**config.mk**
```make
export PLATFORM = sky130hd
export DESIGN_NAME = control_unit_mc
export DESIGN_NICKNAME = d
export VERILOG_FILES = /design/src/rtl/control_unit_mc.sv
export SDC_FILE = /design/constraint.sdc
export NUM_CORES = 1
export LEC_CHECK = 0
export CAP_MARGIN = 20
export CORE_MARGIN = 10
export CORE_UTILIZATION = 33
export DETAILED_ROUTE_END_ITERATION = 10
export GPL_TIMING_DRIVEN = 0
export PLACE_DENSITY = 0.79
export SLEW_MARGIN = 20
export SYNTH_ARGS = -nofsm -noshare
export SYNTH_HDL_FRONTEND = slang
export SYNTH_SLANG_ARGS = --single-unit
export TNS_END_PERCENT = 20
```
**constraint.sdc**
```tcl
create_clock -name clk -period 2.2 [get_ports clk]
set_input_delay 0.44 -clock clk [delete_from_list [all_inputs] [get_ports clk]]
set_output_delay 0.44 -clock clk [all_outputs]
set_load 0.05 [all_outputs]
```
**src/rtl/control_unit_mc.sv**
```systemverilog
// Multi-cycle RV32I control unit: sequences each instruction through
// FETCH/DECODE/EXECUTE/MEM/WB and issues datapath enables per state.
module control_unit_mc #(
    parameter bit MEM_WAIT_EN = 1'b1,
    parameter int ALU_CTRL_W  = 4,
    parameter int RFWD_SEL_W  = 3
) (
    input  logic                  clk,
    input  logic                  reset,
    input  logic [31:0]           instrCode,
    input  logic                  busReady,
    output logic                  pcEn,
    output logic                  irWe,
    output logic                  regFileWe,
    output logic [ALU_CTRL_W-1:0] aluControl,
    output logic                  aluSrcMuxSel,
    output logic                  busReq,
    output logic                  busWe,
    output logic [RFWD_SEL_W-1:0] RFWDSrcMuxSel,
    output logic                  branch,
    output logic                  jal,
    output logic                  jalr,
    output logic                  illegal
);

    localparam logic [6:0] OP_TYPE_R  = 7'b0110011;
    localparam logic [6:0] OP_TYPE_I  = 7'b0010011;
    localparam logic [6:0] OP_TYPE_L  = 7'b0000011;
    localparam logic [6:0] OP_TYPE_S  = 7'b0100011;
    localparam logic [6:0] OP_TYPE_B  = 7'b1100011;
    localparam logic [6:0] OP_TYPE_LU = 7'b0110111;
    localparam logic [6:0] OP_TYPE_AU = 7'b0010111;
    localparam logic [6:0] OP_TYPE_J  = 7'b1101111;
    localparam logic [6:0] OP_TYPE_JL = 7'b1100111;

    localparam logic [3:0] ALU_ADD  = 4'b0000;
    localparam logic [3:0] ALU_SRAI = 4'b1101;

    localparam logic [2:0] RFWD_ALU   = 3'd0;
    localparam logic [2:0] RFWD_LOAD  = 3'd1;
    localparam logic [2:0] RFWD_LUI   = 3'd2;
    localparam logic [2:0] RFWD_AUIPC = 3'd3;
    localparam logic [2:0] RFWD_PC4   = 3'd4;

    typedef enum logic [2:0] {
        FETCH,
        DECODE,
        EXECUTE,
        MEM,
        WB,
        TRAP
    } state_e;

    typedef enum logic [3:0] {
        CL_R, CL_I, CL_L, CL_S, CL_B, CL_LU, CL_AU, CL_J, CL_JL, CL_ILL
    } instr_class_e;

    state_e       state_q, state_d;
    instr_class_e cls;
    logic [3:0]   alu_op;
    logic         src_op;
    logic [2:0]   rfwd_op;
    logic         mem_done;
    logic         unused_instr_bits;

    assign unused_instr_bits = ^{instrCode[31], instrCode[29:15], instrCode[11:7]};

    // With waiting disabled the data memory always answers in one cycle.
    assign mem_done = busReady || !MEM_WAIT_EN;

    // NOTE: every always_comb output gets a default first so no path leaves
    // it unassigned; otherwise synthesis infers a latch.
    always_comb begin
        cls     = CL_ILL;
        alu_op  = ALU_ADD;
        src_op  = 1'b0;
        rfwd_op = RFWD_ALU;
        unique case (instrCode[6:0])
            OP_TYPE_R: begin
                cls    = CL_R;
                alu_op = {instrCode[30], instrCode[14:12]};
            end
            OP_TYPE_I: begin
                cls    = CL_I;
                src_op = 1'b1;
                // instr[30] is immediate data except for SRAI.
                alu_op = ({instrCode[30], instrCode[14:12]} == ALU_SRAI)
                       ? ALU_SRAI : {1'b0, instrCode[14:12]};
            end
            OP_TYPE_L: begin
                cls     = CL_L;
                src_op  = 1'b1;
                rfwd_op = RFWD_LOAD;
            end
            OP_TYPE_S: begin
                cls    = CL_S;
                src_op = 1'b1;
            end
            OP_TYPE_B: begin
                cls    = CL_B;
                alu_op = {instrCode[30], instrCode[14:12]};
            end
            OP_TYPE_LU: begin
                cls     = CL_LU;
                rfwd_op = RFWD_LUI;
            end
            OP_TYPE_AU: begin
                cls     = CL_AU;
                rfwd_op = RFWD_AUIPC;
            end
            OP_TYPE_J: begin
                cls     = CL_J;
                rfwd_op = RFWD_PC4;
            end
            OP_TYPE_JL: begin
                cls     = CL_JL;
                rfwd_op = RFWD_PC4;
            end
            default: ;
        endcase
    end

    always_comb begin
        state_d = state_q;
        case (state_q)
            FETCH:   state_d = DECODE;
            DECODE:  state_d = (cls == CL_ILL) ? TRAP : EXECUTE;
            EXECUTE: state_d = (cls == CL_L || cls == CL_S) ? MEM : FETCH;
            MEM: begin
                if (mem_done) begin
                    state_d = (cls == CL_L) ? WB : FETCH;
                end
            end
            WB:      state_d = FETCH;
            TRAP:    state_d = TRAP;
            default: state_d = FETCH;
        endcase
    end

    // NOTE: sequential state uses non-blocking assignments so every register
    // samples its pre-edge value regardless of statement order.
    always_ff @(posedge clk) begin
        if (reset) begin
            state_q <= FETCH;
        end else begin
            state_q <= state_d;
        end
    end

    // Outputs decode state and opcode directly; reset forces the idle values
    // even in the cycle it is first sampled.
    always_comb begin
        pcEn          = 1'b0;
        irWe          = 1'b0;
        regFileWe     = 1'b0;
        aluControl    = ALU_CTRL_W'(ALU_ADD);
        aluSrcMuxSel  = 1'b0;
        busReq        = 1'b0;
        busWe         = 1'b0;
        RFWDSrcMuxSel = RFWD_SEL_W'(RFWD_ALU);
        branch        = 1'b0;
        jal           = 1'b0;
        jalr          = 1'b0;
        illegal       = 1'b0;
        if (!reset) begin
            case (state_q)
                FETCH: irWe = 1'b1;
                DECODE: begin
                    aluControl    = ALU_CTRL_W'(alu_op);
                    aluSrcMuxSel  = src_op;
                    RFWDSrcMuxSel = RFWD_SEL_W'(rfwd_op);
                end
                EXECUTE: begin
                    aluControl    = ALU_CTRL_W'(alu_op);
                    aluSrcMuxSel  = src_op;
                    RFWDSrcMuxSel = RFWD_SEL_W'(rfwd_op);
                    case (cls)
                        CL_R, CL_I, CL_LU, CL_AU: begin
                            regFileWe = 1'b1;
                            pcEn      = 1'b1;
                        end
                        CL_B: begin
                            branch = 1'b1;
                            pcEn   = 1'b1;
                        end
                        CL_J: begin
                            regFileWe = 1'b1;
                            pcEn      = 1'b1;
                            jal       = 1'b1;
                        end
                        CL_JL: begin
                            regFileWe = 1'b1;
                            pcEn      = 1'b1;
                            jal       = 1'b1;
                            jalr      = 1'b1;
                        end
                        default: ;
                    endcase
                end
                MEM: begin
                    busReq        = 1'b1;
                    aluSrcMuxSel  = 1'b1;
                    RFWDSrcMuxSel = RFWD_SEL_W'(rfwd_op);
                    busWe         = (cls == CL_S);
                    pcEn          = (cls == CL_S) && mem_done;
                end
                WB: begin
                    regFileWe     = 1'b1;
                    RFWDSrcMuxSel = RFWD_SEL_W'(RFWD_LOAD);
                    pcEn          = 1'b1;
                end
                TRAP:    illegal = 1'b1;
                default: ;
            endcase
        end
    end

endmodule
```
==> flow_metrics.env <==
export IMPL_hold_depth=3
export IMPL_wl_mm=2.75
export IMPL_fmax_mhz=424
export IMPL_drc=0
export IMPL_grt_ovfl_total=0
export IMPL_cp_max_fo=8
export IMPL_cts_buffers=3
export IMPL_nets=182
export IMPL_p_comb_frac=0.496
export IMPL_port_buffers=28
export IMPL_dpl_cell_area_mm2=0.00103
export IMPL_rows=16
export IMPL_synth_warnings=0
export IMPL_h_tree_depth=1
export IMPL_die_h_um=65.4
export IMPL_crit_top_cell="buf_6"
export IMPL_pwr_share_seq=0.179
export IMPL_start_kind="flip-flop"
export IMPL_largest_reg_flops=3
export IMPL_power_leakage_nw=0.499
export IMPL_setup_slack_ns=-0.156
export IMPL_final_common_cell="buf_4"
export IMPL_r2r_cells=3
export IMPL_min_path_type="input port to flip-flop"
export IMPL_timing_final_crit_period_ns=2.36
export IMPL_r2r_start="state_q[0]"
export IMPL_p_int_w=0.000200
export IMPL_fillers=184
export IMPL_r2r_slack_ns=1.01
export IMPL_skew_ns=0.0121
export IMPL_tightest_slew_ns=0.503
export IMPL_power_share_clock=0.325
export IMPL_ctsHoldBuffers=0
export IMPL_endpoint_kind="output port"
export IMPL_crit_type="flip-flop to output port"
export IMPL_grt_max_degree=11
export IMPL_synthArstFlopShare=0
export IMPL_top_regs="state_q: 3 flops"
export IMPL_core_area_mm2=0.00196
export IMPL_critical_path_top_delay_family="simple AND/OR/NAND/NOR gates"
export IMPL_synth_nets=133
export IMPL_start_util=0.347
export IMPL_path_clk_slew_ns=0.05
export IMPL_cts_tree="yes"
export IMPL_grt_pass1_wl_mm=4.06
export IMPL_route_vias_total=977
export IMPL_postSynthAreaPerCell_um2=6.95
export IMPL_crit_buf_inv=2
export IMPL_outcome="complete, but fails checks"
export IMPL_ys_types=44
export IMPL_grt_antenna_before_repair=0
export IMPL_drive_gt1_frac=0.466
export IMPL_drtAntennaViolNets=0
export IMPL_grt_setup_unrepaired="true"
export IMPL_cpPeakStageDelay_ns=0.54
export IMPL_synth_cells=98
export IMPL_ys_seq_area_frac=0.0882
export IMPL_arrival_ns=1.92
export IMPL_slew_violations=0
export IMPL_gp_congestion=0.887
export IMPL_hold_end="state_q[2]"
export IMPL_worst_r2r_endpoint="state_q[2]"
export IMPL_final_cell_area_mm2=0.00124
export IMPL_final_cell_mix="18 x buf_4, 15 x buf_6, 10 x nor2_1"
export IMPL_fin_crit_sh=1.07
export IMPL_fin_tns_setup_ns=-0.439
export IMPL_worstHoldStart="reset"
export IMPL_syn_cell_area_um2=681
export IMPL_ir_drop_mv=0.144
export IMPL_cts_buffer_depth=2
export IMPL_synth_edf_count=0
export IMPL_slew_headroom=0.664
export IMPL_power_density_mw_per_mm2=269
export IMPL_cts_root_buf="clkbuf_4"
export IMPL_required_ns=1.76
export IMPL_hpwl_mm=1.85
export IMPL_finalSetupViolations=8
export IMPL_finalHoldViolCount=0
export IMPL_die_w_um=65.4
export IMPL_ys_ff_latch=3
export IMPL_clock_sinks=3
export IMPL_pre_cts_ws_ns=-1.25
export IMPL_area_delta_synth_final_pct=81.8
export IMPL_die_area_mm2=0.00428
export IMPL_p_switching_w=0.000133
export IMPL_utilization=0.631
export IMPL_finalPower_w=0.000333
export IMPL_clock_latency_ns=0.26
export IMPL_swShare=0.398
export IMPL_drt_initial_drc_count=51
export IMPL_antenna_cells=0
export IMPL_cap_violations=0
export IMPL_io_pins=52
export IMPL_drt_pass1_iterations=4
export IMPL_violations="setup timing"
export IMPL_grt_pass1_vias=884
export IMPL_cp_cell_sequence="buf_6, or4b_4, a21oi_2, nand3b_1, o31ai_4, buf_6"
export IMPL_synth_flop_cell="dfxtp_1"
export IMPL_crit_slowest_cell="or4b_4"
export IMPL_avgViaCountPerCell=5.65
export IMPL_wl_per_cell_um=15.9
export IMPL_grtUsageTotal=0.115
export IMPL_largest_register="state_q"
==> kinds of logic (layout without fill, tap and decap cells) <==
group | after synthesis | count (layout) | synth area share
xor gates and xnor gates | 2 | 2 | 0.0257
DFF | 3 | 3 | 0.0882
muxes | 1 | 1 | 0.0165
AOI/OAI and AO/OA | 22 | 22 | 0.226
buffers and inverters | 14 | 62 | 0.116
adders and majority gates | 1 | 1 | 0.0165
and+or+nand+nor | 55 | 55 | 0.511
==> routing by layer <==
metal | GRT usage | up-vias | routed length [um]
met5 | 0 | - | 0
met4 | 0.0615 | 0 | 36
met3 | 0.0254 | 3 | 264
met2 | 0.194 | 54 | 1390
met1 | 0.132 | 457 | 1060
li1 | - | 463 | -
==> timing repair <==
action                                  4_1_cts  5_1_grt
buffers inserted                              9        6
cloned                                        0        1
endpoints found under the setup margin       17       15
pin swaps                                     9       10
resized for setup                           127       15
==> area by class of cell <==
type	instances	area [um2]	share of cell area
Sequential cell	3	60.1	0.0485
Multi-Input combinational cell	81	632	0.511
Buffer	7	66.3	0.0536
Clock buffer	4	26.3	0.0212
Tap cell	27	33.8	0.0273
Timing Repair Buffer	44	393	0.317
Inverter	7	26.3	0.0212
==> power groups by stage <==
| stage | registers [W] | logic (W) | clock network (W) |
|---|---|---|---|
| final | 0.0000597 | 0.000165 | 0.000108 |
| after CTS | 0.0000597 | 0.000150 | 0.000108 |
| after global placement | 0.0000603 | 0.000132 | 0 |
| after detailed placement | 0.0000606 | 0.000133 | 0 |
| after floorplan | 0.0000601 | 0.0000845 | 0 |
| after global routing | 0.0000599 | 0.000175 | 0.000105 |
==> worst max-delay path by stage <==
| stage | from | endpoint | slack (ns) | cells past startpoint |
|---|---|---|---|---|
| after detailed placement | instrCode[3] | regFileWe | -1.25 | 6 |
| after floorplan | reset | illegal | -0.28 | 2 |
| after global routing | state_q[2] | regFileWe | -0.20 | 6 |
| after global placement | instrCode[3] | regFileWe | -1.24 | 6 |
| after CTS | state_q[2] | branch | -0.19 | 6 |
| final | state_q[2] | regFileWe | -0.16 | 6 |
==> worst min-delay path: stages <==
cell and delay (ns):
buf_4 0.16, or4_1 0.13, o21bai_1 0.06
==> stage by stage <==
step / instances / hold slack (ns)
floorplan: 98 / 0.546
global placement: 153 / 0.609
detailed placement: 153 / 0.621
CTS: 166 / 0.577
global route: 173 / 0.632
finish: 173 / 0.593
==> Yosys cell counts (2+ instances only) <==
cell / n / area (um2)
nor2_1: 11 / 41.3
inv_1: 7 / 26.3
nand2_1: 6 / 22.5
o21ai_0: 6 / 30.0
nor3_1: 5 / 25.0
and2_1: 4 / 25.0
nand3b_1: 4 / 30.0
nor4_1: 4 / 25.0
a21oi_1: 3 / 15.0
buf_2: 3 / 15.0
dfxtp_1: 3 / 60.1
nand4_1: 3 / 18.8
and3_1: 2 / 12.5
buf_4: 2 / 15.0
buf_6: 2 / 22.5
nand3_1: 2 / 10.0
nand4b_1: 2 / 17.5
or3_1: 2 / 12.5
xnor2_1: 2 / 17.5
(Power assumes the default switching activity.)
